$ cat src/rtl/crossyroad_lanes.sv
// Game core for the VGA crossy-road design: wrapping obstacle lanes, button-driven
// vertical scroll, lives counter and a PLAY/HIT/OVER state machine with registered RGB.
module crossyroad_lanes #(
    parameter int N_LANES    = 4,
    parameter int LANE_PITCH = 96,
    parameter int TOP_Y      = 32,
    parameter int STEP_Y     = 24,
    parameter int X_STRIDE   = 150,
    parameter int OBS_W      = 50,
    parameter int OBS_H      = 30,
    parameter int CHICKEN_X  = 310,
    parameter int CHICKEN_Y  = 400,
    parameter int CHICKEN_W  = 30,
    parameter int CHICKEN_H  = 40,
    parameter int LIVES      = 3,
    parameter int HIT_FRAMES = 60
) (
    input  logic       i_clk,
    input  logic       i_reset,
    input  logic       i_move_btn,
    input  logic       i_frame_tick,
    input  logic       i_display_on,
    input  logic [9:0] i_hpos,
    input  logic [9:0] i_vpos,
    output logic [2:0] o_rgb,
    output logic [7:0] o_score,
    output logic [1:0] o_lives,
    output logic       o_game_over
);
    typedef enum logic [1:0] {
        ST_PLAY = 2'd0,
        ST_HIT  = 2'd1,
        ST_OVER = 2'd2
    } state_t;

    localparam int                FIELD_H    = N_LANES * LANE_PITCH;
    localparam int                HOLD_W     = (HIT_FRAMES < 2) ? 1 : $clog2(HIT_FRAMES + 1);
    localparam logic [10:0]       X_SPAN     = 11'd640;
    localparam logic [HOLD_W-1:0] HOLD_LOAD  = HOLD_W'(HIT_FRAMES);
    localparam logic [HOLD_W-1:0] HOLD_ONE   = HOLD_W'(1);
    localparam logic [HOLD_W-1:0] HOLD_ZERO  = HOLD_W'(0);
    localparam logic [1:0]        LIVES_INIT = 2'(LIVES);

    function automatic logic [9:0] f_x_init(input int idx);
        int v;
        v = (idx * X_STRIDE) % 640;
        return v[9:0];
    endfunction

    state_t            r_state;
    state_t            w_state_nxt;
    logic [1:0]        r_btn_sync;
    logic              r_btn_prev;
    logic              r_step_pend;
    logic              r_coll;
    logic [HOLD_W-1:0] r_hold;
    logic [7:0]        r_score;
    logic [1:0]        r_lives;
    logic [9:0]        r_scroll;
    logic [9:0]        r_x [N_LANES];
    logic [2:0]        r_rgb;
    logic              r_game_over;

    logic               w_btn_edge;
    logic [3:0]         w_spd;
    logic [10:0]        w_off_raw [N_LANES];
    logic [10:0]        w_off [N_LANES];
    logic [10:0]        w_y [N_LANES];
    logic [10:0]        w_sum [N_LANES];
    logic [9:0]         w_x_mov [N_LANES];
    logic [N_LANES-1:0] w_obs_lane;
    logic               w_obs;
    logic               w_chick;
    logic [10:0]        w_scroll_sum;
    logic [9:0]         w_scroll_nxt;
    logic [2:0]         w_rgb_nxt;
    logic               w_do_hit;
    logic               w_do_over;
    logic               w_do_step;
    logic               w_do_move;
    logic               w_hold_dec;
    logic               w_restart;

    assign w_btn_edge   = r_btn_sync[1] & ~r_btn_prev;
    assign w_spd        = 4'd1 + {1'b0, r_score[7:5]};
    assign w_obs        = |w_obs_lane;
    assign w_chick      = ({1'b0, i_hpos} >= 11'(CHICKEN_X))
                       && ({1'b0, i_hpos} <  11'(CHICKEN_X + CHICKEN_W))
                       && ({1'b0, i_vpos} >= 11'(CHICKEN_Y))
                       && ({1'b0, i_vpos} <  11'(CHICKEN_Y + CHICKEN_H));
    assign w_scroll_sum = {1'b0, r_scroll} + 11'(STEP_Y);
    assign w_scroll_nxt = (w_scroll_sum >= 11'(LANE_PITCH)) ? 10'(w_scroll_sum - 11'(LANE_PITCH))
                                                           : w_scroll_sum[9:0];

    // Lane geometry, obstacle hit test and next x per lane; shapes clip at x=639.
    always_comb begin
        for (int i = 0; i < N_LANES; i++) begin
            w_off_raw[i]  = 11'(i * LANE_PITCH) + {1'b0, r_scroll};
            w_off[i]      = (w_off_raw[i] >= 11'(FIELD_H)) ? (w_off_raw[i] - 11'(FIELD_H)) : w_off_raw[i];
            w_y[i]        = 11'(TOP_Y) + w_off[i];
            w_obs_lane[i] = ({1'b0, i_hpos} >= {1'b0, r_x[i]})
                         && ({1'b0, i_hpos} <  ({1'b0, r_x[i]} + 11'(OBS_W)))
                         && ({1'b0, i_vpos} >= w_y[i])
                         && ({1'b0, i_vpos} <  (w_y[i] + 11'(OBS_H)));
            w_sum[i]      = {1'b0, r_x[i]} + {7'd0, w_spd};
            if (i % 2 == 0) begin
                w_x_mov[i] = (w_sum[i] >= X_SPAN) ? 10'(w_sum[i] - X_SPAN) : w_sum[i][9:0];
            end else begin
                w_x_mov[i] = (r_x[i] < {6'd0, w_spd}) ? 10'({1'b0, r_x[i]} + X_SPAN - {7'd0, w_spd})
                                                      : (r_x[i] - {6'd0, w_spd});
            end
        end
    end

    always_comb begin
        w_state_nxt = r_state;
        w_do_hit    = 1'b0;
        w_do_over   = 1'b0;
        w_do_step   = 1'b0;
        w_do_move   = 1'b0;
        w_hold_dec  = 1'b0;
        w_restart   = 1'b0;
        case (r_state)
            ST_PLAY: begin
                if (i_frame_tick) begin
                    if (r_coll) begin
                        if (r_lives > 2'd1) begin
                            w_state_nxt = ST_HIT;
                            w_do_hit    = 1'b1;
                        end else begin
                            w_state_nxt = ST_OVER;
                            w_do_over   = 1'b1;
                        end
                    end else begin
                        w_do_step = r_step_pend;
                        w_do_move = 1'b1;
                    end
                end else begin
                    w_state_nxt = ST_PLAY;
                end
            end
            ST_HIT: begin
                if (i_frame_tick) begin
                    w_hold_dec  = 1'b1;
                    w_state_nxt = (r_hold <= HOLD_ONE) ? ST_PLAY : ST_HIT;
                end else begin
                    w_state_nxt = ST_HIT;
                end
            end
            ST_OVER: begin
                if (w_btn_edge) begin
                    w_restart   = 1'b1;
                    w_state_nxt = ST_PLAY;
                end else begin
                    w_state_nxt = ST_OVER;
                end
            end
            default: w_state_nxt = ST_PLAY;
        endcase
    end

    always_comb begin
        w_rgb_nxt = 3'b000;
        if (!i_display_on) begin
            w_rgb_nxt = 3'b000;
        end else if (w_obs && w_chick) begin
            w_rgb_nxt = 3'b011;
        end else if (w_obs) begin
            w_rgb_nxt = 3'b100;
        end else if (w_chick) begin
            w_rgb_nxt = (r_state == ST_HIT) ? 3'b111 : 3'b010;
        end else begin
            w_rgb_nxt = (r_state == ST_OVER) ? 3'b101 : 3'b001;
        end
    end

    always_ff @(posedge i_clk) begin
        if (i_reset) begin
            r_state     <= ST_PLAY;
            r_game_over <= 1'b0;
            r_rgb       <= 3'b000;
            r_btn_sync  <= 2'b00;
            r_btn_prev  <= 1'b0;
        end else begin
            r_state     <= w_state_nxt;
            r_game_over <= (w_state_nxt == ST_OVER);
            r_rgb       <= w_rgb_nxt;
            r_btn_sync  <= {r_btn_sync[0], i_move_btn};
            r_btn_prev  <= r_btn_sync[1];
        end
    end

    // Collision is sticky within a frame and always consumed by the tick.
    always_ff @(posedge i_clk) begin
        if (i_reset || i_frame_tick) begin
            r_coll <= 1'b0;
        end else if (i_display_on && w_chick && w_obs) begin
            r_coll <= 1'b1;
        end else begin
            r_coll <= r_coll;
        end
    end

    always_ff @(posedge i_clk) begin
        if (i_reset || w_restart) begin
            r_score     <= 8'd0;
            r_lives     <= LIVES_INIT;
            r_scroll    <= 10'd0;
            r_step_pend <= 1'b0;
            r_hold      <= HOLD_ZERO;
            for (int i = 0; i < N_LANES; i++) begin
                r_x[i] <= f_x_init(i);
            end
        end else begin
            if (r_state == ST_PLAY && i_frame_tick) begin
                r_step_pend <= 1'b0;
            end else if (r_state == ST_PLAY && w_btn_edge) begin
                r_step_pend <= 1'b1;
            end

            if (w_do_hit) begin
                r_lives <= r_lives - 2'd1;
                r_hold  <= HOLD_LOAD;
            end else if (w_do_over) begin
                r_lives <= 2'd0;
            end else if (w_hold_dec) begin
                r_hold <= (r_hold > HOLD_ZERO) ? (r_hold - HOLD_ONE) : HOLD_ZERO;
            end

            if (w_do_step) begin
                r_score  <= (r_score == 8'hFF) ? 8'hFF : (r_score + 8'd1);
                r_scroll <= w_scroll_nxt;
            end

            if (w_do_move) begin
                for (int i = 0; i < N_LANES; i++) begin
                    r_x[i] <= w_x_mov[i];
                end
            end
        end
    end

    assign o_rgb       = r_rgb;
    assign o_score     = r_score;
    assign o_lives     = r_lives;
    assign o_game_over = r_game_over;

endmodule

$ cat config.mk
export PLATFORM = sky130hd
export DESIGN_NAME = crossyroad_lanes
export DESIGN_NICKNAME = d
export VERILOG_FILES = /design/src/rtl/crossyroad_lanes.sv
export SDC_FILE = /design/constraint.sdc
export NUM_CORES = 1
export LEC_CHECK = 0
export CORE_MARGIN = 4
export CORE_UTILIZATION = 59
export DETAILED_ROUTE_END_ITERATION = 10
export GPL_ROUTABILITY_DRIVEN = 0
export PLACE_DENSITY = 0.76
export SYNTH_ARGS = -nofsm -noshare
export SYNTH_HDL_FRONTEND = slang
export SYNTH_SLANG_ARGS = --single-unit
$ cat constraint.sdc
create_clock -name i_clk -period 5.6 [get_ports i_clk]
set_input_delay 1.12 -clock i_clk [delete_from_list [all_inputs] [get_ports i_clk]]
set_output_delay 1.12 -clock i_clk [all_outputs]
set_load 0.02 [all_outputs]
==> run metrics, run 1 <==
outcome=complete, no violations; initial antenna violation count=0; CP max stage delay=between 0.6 and 0.7 ns; Fin. Hold Viols=0; final critical-path share of the clock period=between 80% and 90%; CP max-delay cell=a2111oi_0; Sw Pwr=around 0.00058 W; area growth from synthesis to layout=9.43%; Net Sw Frac=32.9%; minimum clock period=around 5.0 ns; Buffers on Ports=38; dpl hpwl=approximately 19 mm; Lkg Pwr=roughly 4.5 nW; Sequential Power Share=35.7%; Post-synth top cells=196 x ha_1, 93 x inv_1, 92 x a21oi_1, 92 x nand2_1, 88 x xnor2_1; CTS Buffer Depth=2; cell taking the most area after synthesis=ha_1; routed length per instance=between 15 and 20 um; Worst Path Max Fanout=11; clock latency at the later pin of the worst-skew pair=0.35 ns; worst-path cell chain=ha_1 -> xnor2_1 -> buf_4 -> inv_2 -> ha_1 -> a2111oi_0 -> a31o_2 -> mux2i_1 -> xor2_1 -> ha_1 -> o221ai_1 -> a2111oi_0 -> o2111ai_1 -> o211a_1 -> and2_4 -> a211oi_2; critical path class=reg -> reg; Die H=roughly 140 um; core area=between 0.015 and 0.02 mm2; nets=about 1,500; Ports=39; FFs w/ async S/R, synth=0%; # Post-CTS Setup Buffers=0; n_diodes=0; cell row count=47; Worst setup endpoint=o_rgb[0]$_SDFF_PP0_; register area share after synthesis=a little under a fifth; ranking of synthesized cells by area=ha_1 25%, edfxtp_1 12%, xnor2_1 7.8%; H-tree levels=3; Clock transition at path regs=~0.070 ns; share of layout cells above drive strength 1=under 10%; worst slew pin tran=around 1.1 ns; root buffer cell=clkbuf_16; Reg2Reg Depth=16; most numerous cell in the Yosys netlist=ha_1; Max Slew Vio Count=0; first-pass GRT wire length=41.4 mm; share of the synthesized area in the top cell type=24.7%; Internal=0.00118 W; Comb power frac=~29%; total negative slack=0 ns; max_slew headroom=a little over a quarter; CP required=5.87 ns; CTS tree=built; CTS Buf Count=9; GRT Resource Usage Total=between 20 and 30%; DR vias=8,928; FILL cells=roughly 1,300; Starting Density=about three fifths; ANT nets after route=0; reg-to-reg critical path endpoint=o_rgb[0]$_SDFF_PP0_; Netlist Area Pre-Place=between 0.009 and 0.01 mm2; crit path DAT=approximately 5.2 ns; register-to-register setup slack=0.65 ns; RSZ-0062 raised after global routing=false; gr ovfl total=0; CTS resizes=0; syn avg cell area=between 8 and 9 um2; worst hold path class=reg -> reg; peak supply drop=about 0.13 mV; crit start category=flip-flop; max frequency=a little over 200 MHz; CP most frequent cell=ha_1; Hold Buf Count CTS=0; Die Footprint=approximately 0.019 mm2; CP Launch Point=r_scroll[6]$_SDFFE_PP0P_; Clock power frac=around a third; max_cap viols=0; Setup Viol. Count Final=0; vias in the first global route=8,251; die width=approximately 140 um; Post-synth EDFFs=40; register area=0.00188 mm2; Synth Instances=approximately 1,200; vias per cell=6.09; DR iter-0 viols=440; CP Capture Type=flip-flop; #FFs+latches synth=74; largest net degree at the start of global routing=41; Worst Skew=~0.009 ns; Syn Nets=1,440; DRC Markers=0; reg2reg start=r_scroll[6]$_SDFFE_PP0P_; Distinct cells, synth=80; Synth warnings=0; Sinks on Clock Net=74; total wire length=~25 mm; PwrDens=around 160 mW/mm2; multi-input logic area=roughly 0.0076 mm2; Power, Total=about 0.0018 W; drt pass-1 iters=6; ys flop type=edfxtp_1
## worst max-delay path: cells and delay by family (launching register included)
| family | cells | cell delay (ns) |
|---|---|---|
| DFF | 1 | 0.56 |
| adders and majority gates | 3 | 0.96 |
| AOI/OAI and AO/OA | 7 | 2.19 |
| xor gates and xnor gates | 2 | 0.49 |
| and+or+nand+nor | 1 | 0.19 |
| muxes | 1 | 0.21 |
| buffers and inverters | 2 | 0.27 |
## worst min-delay path by stage
stage	to	from	cells past startpoint	slack, ns
2_1_floorplan	r_btn_sync[1]$_SDFF_PP0_	r_btn_sync[0]$_SDFF_PP0_	1	0.41
3_3_place_gp	r_btn_sync[1]$_SDFF_PP0_	r_btn_sync[0]$_SDFF_PP0_	1	0.42
3_5_place_dp	r_btn_sync[1]$_SDFF_PP0_	r_btn_sync[0]$_SDFF_PP0_	1	0.42
4_1_cts	r_btn_sync[1]$_SDFF_PP0_	r_btn_sync[0]$_SDFF_PP0_	1	0.44
5_1_grt	r_btn_sync[1]$_SDFF_PP0_	r_btn_sync[0]$_SDFF_PP0_	1	0.46
6_report	r_btn_sync[1]$_SDFF_PP0_	r_btn_sync[0]$_SDFF_PP0_	1	0.44
## registers in the layout, summed over array words and instances, names as in the netlist
register / count
r_btn_prev: 1
r_state: 2
r_scroll: 7
r_x: 40
r_coll: 1
o_score: 8
r_btn_sync: 2
o_game_over: 1
r_step_pend: 1
o_lives: 2
r_hold: 6
o_rgb: 3
## layout by cell type (no fill, tap or decap), drive strengths merged, types with 6 or more instances in the layout
cell type / netlist / final
ha: 196 / 196
inv: 95 / 98
a21oi: 92 / 92
nand2: 92 / 92
xnor2: 88 / 88
nor2: 87 / 87
o21ai: 75 / 75
edfxtp: 40 / 40
nor3: 39 / 39
clkdlybuf4s50: 0 / 38
nand3: 36 / 36
dfxtp: 34 / 34
xor2: 28 / 28
nand2b: 21 / 21
a21o: 19 / 19
a211oi: 17 / 17
nand4: 15 / 15
nor2b: 15 / 15
a31oi: 14 / 14
o211ai: 13 / 13
buf: 6 / 13
and2: 13 / 13
o21a: 11 / 11
or3: 10 / 10
fa: 10 / 10
clkbuf: 25 / 9
and3: 8 / 8
nor4: 8 / 8
o2111ai: 8 / 8
o21bai: 7 / 7
mux2i: 6 / 6
o31ai: 6 / 6
or2: 6 / 6
## power groups by stage
stage / Sequential [W] / Clock, W / Combinational (W)
floorplan: 0.000631 / 0 / 0.000369
finish: 0.000626 / 0.000612 / 0.000513
CTS: 0.000626 / 0.000615 / 0.000511
global route: 0.000630 / 0.000636 / 0.000586
global placement: 0.000637 / 0 / 0.000491
detailed placement: 0.000638 / 0 / 0.000506
## per-layer routing
| layer | track usage (%) | vias to the layer above | share of wire, % |
|---|---|---|---|
| li1 | - | 4430 | - |
| met1 | 38.6 | 4124 | 46 |
| met2 | 43.6 | 335 | 45 |
| met3 | 3.21 | 39 | 6.8 |
| met4 | 6.97 | 0 | 1.7 |
| met5 | 0 | - | 0 |
## metrics by stage
stage          hold slack [ns]  cell area (um2)  setup slack, ns  utilization [%]  cells
2_1_floorplan            0.414             9940            0.843                -   1209
3_3_place_gp             0.416            10600            0.916             64.0   1449
3_5_place_dp             0.424            10600            0.764             64.0   1449
4_1_cts                  0.440            10900            0.741             65.8   1465
5_1_grt                  0.458            10900            0.336             65.8   1465
6_report                 0.439            10900            0.646             65.8   1465
## cell families after synthesis
group | synth area share (%)
DFF | 18.9
xor gates and xnor gates | 10.3
adders and majority gates | 26.8
AOI/OAI and AO/OA | 20.0
buffers and inverters | 4.83
and+or+nand+nor | 18.3
muxes | 0.831
## cell type report
type	instances	share of cell area (%)
multi-input combinational	1008	69.7
inverter	96	3.31
clock buffer	9	2.07
sequential	74	17.3
clock inverter	7	0.690
timing repair buffer	51	4.40
tap	220	2.53
Power figures use the tool's default switching activity.
==> run 2, diff against run 1 <==
--- a/config.mk
+++ b/config.mk
@@ -5,7 +5,7 @@
 export SDC_FILE = /design/constraint.sdc
 export NUM_CORES = 1
 export LEC_CHECK = 0
-export CORE_MARGIN = 4
+export CORE_MARGIN = 3
 export CORE_UTILIZATION = 59
 export DETAILED_ROUTE_END_ITERATION = 10
 export GPL_ROUTABILITY_DRIVEN = 0
==> run 2 against run 1 <==
Compared with the run above:
- largest cell class unchanged
- largest power group unchanged
- utilization increased by 1.4 points
- combinational power rose by 1%
- cell count down 0.20%
- total power decreased by 0.57%
- clock power is 3% lower
- sequential share of layout area barely moved
- critical path type unchanged
- clock-buffer cell count up 1
- die area decreased by 2.9%
- clock skew about the same
==> run metrics, run 2 (synthesis results as in run 1) <==
largest net degree at the start of global routing=32; Internal=0.00116 W; register area=between 0.0015 and 0.002 mm2; Starting Density=roughly 61%; initial antenna violation count=1; Die Footprint=roughly 0.018 mm2; die width=between 100 and 150 um; max reg flops=40; ANT nets after route=0; RSZ-0062 raised after global routing=false; outcome=complete, no violations; max_cap viols=0; DR vias=approximately 8,800; commonest non-fill, non-tap cell in the layout=ha_1; vias in the first global route=approximately 8,300; DRC Markers=0; clock latency at the later pin of the worst-skew pair=~0.35 ns; Buffers on Ports=38; Worst Path Max Fanout=10; root buffer cell=clkbuf_16; crit path DAT=between 5 and 6 ns; final critical-path share of the clock period=88.6%; multi-input logic area=0.00758 mm2; nets=1,472; Lkg Pwr=roughly 4.5 nW; Clock transition at path regs=roughly 0.070 ns; CTS tree=built; DR iter-0 viols=619; first-pass GRT wire length=~41 mm; Max Slew Vio Count=0; H-tree levels=3; crit start category=flip-flop; Sw Pwr=around 0.00058 W; Net Sw Frac=around a third; # Post-CTS Setup Buffers=0; minimum clock period=about 5 ns; total negative slack=0 ns; max_slew headroom=around 29%; worst slew pin tran=1.07 ns; vias per cell=approximately 6.0; max frequency=~200 MHz; routed length per instance=between 15 and 20 um; CTS resizes=0; gr ovfl total=0; CP Capture Type=flip-flop; Sequential Power Share=a little over a third; FILL cells=1,404; dpl cell area=roughly 0.011 mm2; area growth from synthesis to layout=9.44%; final instance area=~0.011 mm2; Setup Viol. Count Final=0; share of layout cells above drive strength 1=under 10%; Clock power frac=between 30% and 40%; Hold Buf Count CTS=0; Sinks on Clock Net=74; core area=0.0162 mm2; CP required=5.88 ns; CTS Buf Count=9; drt pass-1 iters=5; total wire length=between 20 and 30 mm; n_diodes=0; cell row count=46; peak supply drop=around 0.18 mV; most frequent cells in the layout=196 x ha_1, 93 x inv_1, 92 x a21oi_1, 92 x nand2_1, 88 x xnor2_1; Fin. Hold Viols=0; critical path class=reg -> reg; GRT Resource Usage Total=27.6%; Worst Skew=between 0.009 and 0.01 ns; Comb power frac=between 20% and 30%; CTS Buffer Depth=2; PwrDens=160 mW/mm2; register-to-register setup slack=between 0.6 and 0.7 ns; worst hold path class=reg -> reg; dpl hpwl=19.4 mm; Biggest register=r_x; Die H=between 100 and 150 um; Ports=39
## run 2: cell count changes in the layout (fill, tap and decap cells not counted)
cell       change
buf_4          +1
inv_6          -1
inv_4          +2
clkinv_2       -1
nor3_1         -1
bufinv_16      -1
clkbuf_16      +1
nor3_2         +1
## run 2: worst paths after layout
| path | from | depth (start not counted) | end |
|---|---|---|---|
| hold / removal | r_btn_sync[0]$_SDFF_PP0_ | 1 | r_btn_sync[1]$_SDFF_PP0_ |
| setup / recovery | r_scroll[6]$_SDFFE_PP0P_ | 20 | o_rgb[0]$_SDFF_PP0_ |
| setup reg to reg | r_scroll[6]$_SDFFE_PP0P_ | 20 | o_rgb[0]$_SDFF_PP0_ |
| hold reg to reg | r_btn_sync[0]$_SDFF_PP0_ | 1 | r_btn_sync[1]$_SDFF_PP0_ |
## run 2: power by group through the flow
stage          sequential (W)  combinational [W]  clock (W)
6_report             0.000626           0.000520   0.000595
5_1_grt              0.000630           0.000589   0.000628
4_1_cts              0.000626           0.000518   0.000604
3_5_place_dp         0.000637           0.000511          0
3_3_place_gp         0.000637           0.000498          0
2_1_floorplan        0.000631           0.000369          0
## run 2: worst max-delay path: stages (launching register included)
cell	delay, ns
dfxtp_1	0.54
inv_1	0.23
ha_1	0.29
nor2b_1	0.31
nor2_1	0.10
ha_1	0.31
nand2b_1	0.18
o31ai_1	0.44
nor2_1	0.10
mux2i_1	0.15
o211ai_1	0.32
inv_1	0.09
or3_1	0.33
xnor2_1	0.14
ha_1	0.28
and2_0	0.15
a31oi_1	0.14
a32oi_1	0.09
o211a_1	0.31
and2_4	0.19
a211oi_2	0.16
## run 2: per-stage QoR
step / power (W) / worst slack, ns / hold slack [ns] / util (%) / std cells
2_1_floorplan: 0.00100 / 0.843 / 0.414 / - / 1209
3_3_place_gp: 0.00113 / 0.919 / 0.418 / 65.4 / 1446
3_5_place_dp: 0.00115 / 0.738 / 0.420 / 65.4 / 1446
4_1_cts: 0.00175 / 0.708 / 0.436 / 67.2 / 1462
5_1_grt: 0.00185 / 0.242 / 0.454 / 67.2 / 1462
6_report: 0.00174 / 0.640 / 0.438 / 67.2 / 1462
## run 2: cell type report
class,count,area share [%]
multi-input cells,1008,69.7
flip-flops and latches,74,17.3
repair buffers,52,4.46
inverters,96,3.31
well taps,216,2.49
clock buffers,10,2.30
clock inverters,6,0.403
## run 2: layer usage
| metal | GRT usage (%) | wire (um) |
|---|---|---|
| met1 | 38.3 | 11800 |
| met2 | 44.4 | 11300 |
| met3 | 4.87 | 1500 |
| met4 | 7.61 | 483 |
| met5 | 0 | 14 |
